<file path="config.mk">
export PLATFORM = sky130hd
export DESIGN_NAME = mtimer
export DESIGN_NICKNAME = d
export VERILOG_FILES = /design/src/rtl/mtimer.sv
export SDC_FILE = /design/constraint.sdc
export NUM_CORES = 1
export LEC_CHECK = 0
export BUFFER_PORTS_ARGS = -buffer_cell sky130_fd_sc_hd__buf_4
export CORE_UTILIZATION = 30
export DETAILED_ROUTE_END_ITERATION = 8
export SKIP_CTS_REPAIR_TIMING = 1
export SYNTH_ARGS = -nofsm -noshare
export SYNTH_HDL_FRONTEND = slang
export SYNTH_SLANG_ARGS = --single-unit
</file>
<file path="constraint.sdc">
create_clock -name i_clk -period 5.5 [get_ports i_clk]
set_clock_uncertainty 0.15 [all_clocks]
set_input_delay 0.55 -clock i_clk [delete_from_list [all_inputs] [get_ports i_clk]]
set_output_delay 0.55 -clock i_clk [all_outputs]
set_load 0.01 [all_outputs]
</file>
<file path="src/rtl/mtimer.sv">
// rtl/mtimer.sv - memory-mapped machine timer and software interrupt source
//
// Holds the 64-bit mtime / mtimecmp pair and the msip bit for one hart.
// Bus accesses are accepted on every rising edge with i_req=1 and are
// answered with a single-cycle o_ack in the following cycle.
//
// Ports:
//   i_clk      clock
//   i_rst      synchronous reset, active low
//   i_req      bus request, one-cycle pulse per access
//   i_we       1 = write, 0 = read (sampled with i_req)
//   i_addr     byte offset within the block (sampled with i_req)
//   i_wdata    write data (sampled with i_req)
//   o_ack      one-cycle response pulse
//   o_err      access error, valid with o_ack
//   o_rdata    read data, valid with o_ack, 0 otherwise
//   o_Int_tip  registered timer interrupt pending level
//   o_Int_sip  software interrupt pending level (msip)

module mtimer #(
  parameter int unsigned PRESCALE = 1
) (
  input  logic        i_clk,
  input  logic        i_rst,
  input  logic        i_req,
  input  logic        i_we,
  input  logic [4:0]  i_addr,
  input  logic [31:0] i_wdata,
  output logic        o_ack,
  output logic        o_err,
  output logic [31:0] o_rdata,
  output logic        o_Int_tip,
  output logic        o_Int_sip
);

  localparam logic [15:0] PS_LAST = 16'(PRESCALE - 1);

  logic [63:0] mtime_q, mtime_d;
  logic [63:0] mtimecmp_q, mtimecmp_d;
  logic        msip_q, msip_d;
  logic [15:0] presc_q, presc_d;
  logic        ack_q, ack_d;
  logic        err_q, err_d;
  logic [31:0] rdata_q, rdata_d;
  logic        tip_q, tip_d;

  logic        tick;
  logic        addr_ok;
  logic        wr;
  logic [31:0] rd_val;

  always_comb begin
    tick    = (presc_q == PS_LAST);
    addr_ok = (i_addr[1:0] == 2'b00) && (i_addr <= 5'h10);
    wr      = i_req && i_we && addr_ok;

    presc_d    = tick ? 16'd0 : presc_q + 16'd1;
    mtime_d    = tick ? mtime_q + 64'd1 : mtime_q;
    mtimecmp_d = mtimecmp_q;
    msip_d     = msip_q;

    // An mtime write replaces the tick increment for that cycle: the
    // written half takes the new value and the other half holds.
    if (wr) begin
      case (i_addr[4:2])
        3'd0: mtimecmp_d = {mtimecmp_q[63:32], i_wdata};
        3'd1: mtimecmp_d = {i_wdata, mtimecmp_q[31:0]};
        3'd2: begin
          mtime_d = {mtime_q[63:32], i_wdata};
          presc_d = 16'd0;
        end
        3'd3: begin
          mtime_d = {i_wdata, mtime_q[31:0]};
          presc_d = 16'd0;
        end
        3'd4:    msip_d = i_wdata[0];
        default: ;
      endcase
    end

    // Read data is taken from the pre-edge register values.
    rd_val = 32'd0;
    case (i_addr[4:2])
      3'd0:    rd_val = mtimecmp_q[31:0];
      3'd1:    rd_val = mtimecmp_q[63:32];
      3'd2:    rd_val = mtime_q[31:0];
      3'd3:    rd_val = mtime_q[63:32];
      3'd4:    rd_val = {31'd0, msip_q};
      default: rd_val = 32'd0;
    endcase

    ack_d   = i_req;
    err_d   = i_req && !addr_ok;
    rdata_d = (i_req && !i_we && addr_ok) ? rd_val : 32'd0;
    tip_d   = (mtime_q >= mtimecmp_q);
  end

  always_ff @(posedge i_clk) begin
    if (!i_rst) begin
      mtime_q    <= 64'd0;
      mtimecmp_q <= 64'hFFFF_FFFF_FFFF_FFFF;
      msip_q     <= 1'b0;
      presc_q    <= 16'd0;
      ack_q      <= 1'b0;
      err_q      <= 1'b0;
      rdata_q    <= 32'd0;
      tip_q      <= 1'b0;
    end else begin
      mtime_q    <= mtime_d;
      mtimecmp_q <= mtimecmp_d;
      msip_q     <= msip_d;
      presc_q    <= presc_d;
      ack_q      <= ack_d;
      err_q      <= err_d;
      rdata_q    <= rdata_d;
      tip_q      <= tip_d;
    end
  end

  assign o_ack     = ack_q;
  assign o_err     = err_q;
  assign o_rdata   = rdata_q;
  assign o_Int_tip = tip_q;
  assign o_Int_sip = msip_q;

endmodule

</file>
==> impl_metrics.json <==
{
  "netSwitchingPower_mw": 0.722,
  "fillers": 3542,
  "internal_power_mw": 1.96,
  "fp.dieW_um": 188,
  "globalRoute.totalOverflow": 0,
  "cap_violations": 0,
  "fmax_ghz": 0.303,
  "rsz0062_at_grt": "false",
  "core_area_mm2": 0.0337,
  "synth_edf_count": 0,
  "synth-async-reset-ratio": 0,
  "arrival_ps": 3520,
  "required_ps": 5720,
  "ys_warn_count": 0,
  "r2r_cells": 9,
  "r2r-end": "mtime_q[29]$_SDFFE_PN0P_",
  "start_util": 0.306,
  "die_y_um": 188,
  "h-tree-depth": 4,
  "yosys.area.top_type": "dfxtp_1",
  "min_to": "o_ack$_SDFF_PN0_",
  "timing.final.crit_share": 0.599,
  "setup_violations": 0,
  "numPortBuffers": 76,
  "synth_seq_cells": 180,
  "cts_buffers": 17,
  "power.share.switching": 0.269,
  "drc_errors": 0,
  "crit_fanout": 13,
  "combPwrFrac": 0.059,
  "dpl.hpwl_um": 25100,
  "synthFlopType": "dfxtp_1",
  "final_area_mm2": 0.0118,
  "pwr-share-seq": 0.494,
  "ys_top_cells_by_area": "dfxtp_1 35%, ha_1 8.1%, a22oi_1 6.3%",
  "ys_seq_area_frac": 0.349,
  "min_delay_path_depth": 3,
  "first_pass_iters": 5,
  "r2r_start": "presc_q[0]$_SDFF_PN0_",
  "worstMarginPinSlew_ps": 1280,
  "grt_pass1_wl_um": 56000,
  "num_rows": 67,
  "min_period_ps": 3300,
  "tns_ps": 0,
  "syn-num-nets": 1366,
  "dieArea_mm2": 0.0352,
  "grt_max_degree": 65,
  "synth_top_area_share": 0.349,
  "cts_tree": "yes",
  "p_leak_nw": 4.73,
  "io_pins": 77,
  "final_nets": 1395,
  "fin_cells": 1748,
  "avgRoutedWirePerCell_um": 20.5,
  "detailroute.via_count": 10000,
  "synthesis.area_mm2": 0.0103,
  "syn_inst": 1258,
  "drive_above_1_share": 0.131,
  "ff2ff_setup_slack_ps": 2200,
  "drv_slew": 0,
  "clockBufferDepth": 2,
  "hp-class": "input pin to flop",
  "syn-mean-instance-area_um2": 8.21,
  "powerDensity_mw_per_mm2": 227,
  "wirelength_um": 35900,
  "clockRootBuffer": "clkbuf_16",
  "placed_area_mm2": 0.0113,
  "area_growth_pct": 14.5,
  "routed_via_density": 5.72,
  "path_clk_slew_ps": 70,
  "drt-initial-drc-count": 908,
  "num_antenna_cells": 0,
  "clock_latency_ps": 460,
  "fin_util": 0.351,
  "hold_violations": 0,
  "grt.total_usage": 0.204,
  "synth.distinct_cells": 69,
  "min_from": "i_req",
  "slew_headroom": 0.146,
  "vdd_ir_drop_max_v": 0.000209,
  "grt_pass1_vias": 9541,
  "worstSetupStartpointType": "flop",
  "p_clk_frac": 0.447,
  "dp.cells": 1716,
  "place_congestion": 0.925,
  "end_kind": "flop",
  "critical_path_class": "flop to flop",
  "antenna_found_initial": 0,
  "clock-sinks": 180,
  "antenna_left": 0,
  "outcome": "finished clean"
}
[worst max-delay path by stage]
| stage | start | cells after the start | endpoint | slack [ps] |
|---|---|---|---|---|
| 2_1_floorplan | i_addr[3] | 8 | mtime_q[25]$_SDFFE_PN0P_ | 3010 |
| 3_3_place_gp | i_addr[1] | 6 | mtimecmp_q[47]$_SDFFE_PN1P_ | 2070 |
| 3_5_place_dp | i_addr[1] | 6 | mtimecmp_q[47]$_SDFFE_PN1P_ | 1910 |
| 4_1_cts | presc_q[0]$_SDFF_PN0_ | 9 | mtime_q[29]$_SDFFE_PN0P_ | 2280 |
| 5_1_grt | i_addr[1] | 7 | mtimecmp_q[42]$_SDFFE_PN1P_ | 2010 |
| 6_report | presc_q[0]$_SDFF_PN0_ | 9 | mtime_q[29]$_SDFFE_PN0P_ | 2200 |
[cells in the final DEF, fill, tap and decap left out, types with 47 or more instances in the layout]
master,count
nor2_1,66
buf_4,93
o211ai_1,74
ha_1,67
dfxtp_1,180
inv_1,82
a22oi_1,87
nand2_1,143
a21oi_1,83
nand3_1,47
[worst max-delay path: stages, from the launching register on]
cell	delay [ps]
dfxtp_1	350
inv_1	70
ha_1	130
nor4b_2	250
nand4_2	440
nor4_4	890
buf_4	300
nor4b_2	350
nor3_1	80
a211oi_1	200
[layer usage]
| metal | wire (µm) | vias to the layer above | track usage |
|---|---|---|---|
| met5 | 0 | - | 0 |
| met4 | 983 | 0 | 0.0760 |
| met3 | 2480 | 61 | 0.0402 |
| met2 | 16300 | 385 | 0.324 |
| met1 | 16200 | 4822 | 0.273 |
| li1 | - | 4738 | - |
[layout make-up]
class / count / area (µm²) / share of cell area
sequential: 180 / 3600 / 0.305
clock buffer: 18 / 429 / 0.0363
tap: 448 / 561 / 0.0474
inverter: 83 / 312 / 0.0263
clock inverter: 14 / 118 / 0.00995
timing repair buffer: 93 / 698 / 0.0590
multi-input combinational: 912 / 6100 / 0.516
[cell families after synthesis]
logic type / count (synthesis) / share of synthesized area
flip-flops: 180 / 0.349
multiplexers: 21 / 0.0218
AO/OA/AOI/OAI: 366 / 0.239
XOR/XNOR: 32 / 0.0271
AND/OR/NAND/NOR: 426 / 0.218
adder cells (fa/ha/maj): 67 / 0.0812
buffers and inverters: 166 / 0.0635
[power groups by stage]
stage / logic (mW) / clock network, mW / registers, mW
CTS: 0.158 / 1.22 / 1.32
global route: 0.170 / 1.28 / 1.32
floorplan: 0.0789 / 0 / 1.35
finish: 0.159 / 1.20 / 1.32
detailed placement: 0.157 / 0 / 1.35
global placement: 0.155 / 0 / 1.35
[registers in the layout (all words and copies together) (netlist names)]
| register | flops |
|---|---|
| mtimecmp_q | 64 |
| o_Int_sip | 1 |
| o_Int_tip | 1 |
| o_err | 1 |
| mtime_q | 64 |
| presc_q | 16 |
| o_rdata | 32 |
| o_ack | 1 |
[synth_stat cells (all sizes together), types with 6 or more instances]
| cell | number |
|---|---|
| and2 | 10 |
| or4 | 8 |
| and3 | 21 |
| xnor2 | 23 |
| o22ai | 16 |
| mux2 | 12 |
| a21o | 9 |
| nand2 | 144 |
| or3 | 11 |
| clkbuf | 64 |
| mux2i | 9 |
| ha | 67 |
| nand4 | 35 |
| nor2 | 68 |
| nor3 | 20 |
| a31oi | 17 |
| and4 | 17 |
| a211oi | 10 |
| a21oi | 83 |
| xor2 | 9 |
| a22oi | 87 |
| inv | 83 |
| a221oi | 6 |
| nor4 | 25 |
| o211ai | 74 |
| o21ai | 32 |
| buf | 19 |
| nand3 | 47 |
| dfxtp | 180 |
[per-stage QoR]
step / hold WS [ps] / power [mW] / setup slack (ps)
after detailed placement: 295 / 1.51 / 1910
after floorplan: 282 / 1.43 / 3010
after global placement: 293 / 1.51 / 2070
after global routing: 208 / 2.77 / 2010
final: 211 / 2.68 / 2200
after CTS: 191 / 2.70 / 2280
Power figures use the tool's default switching activity.
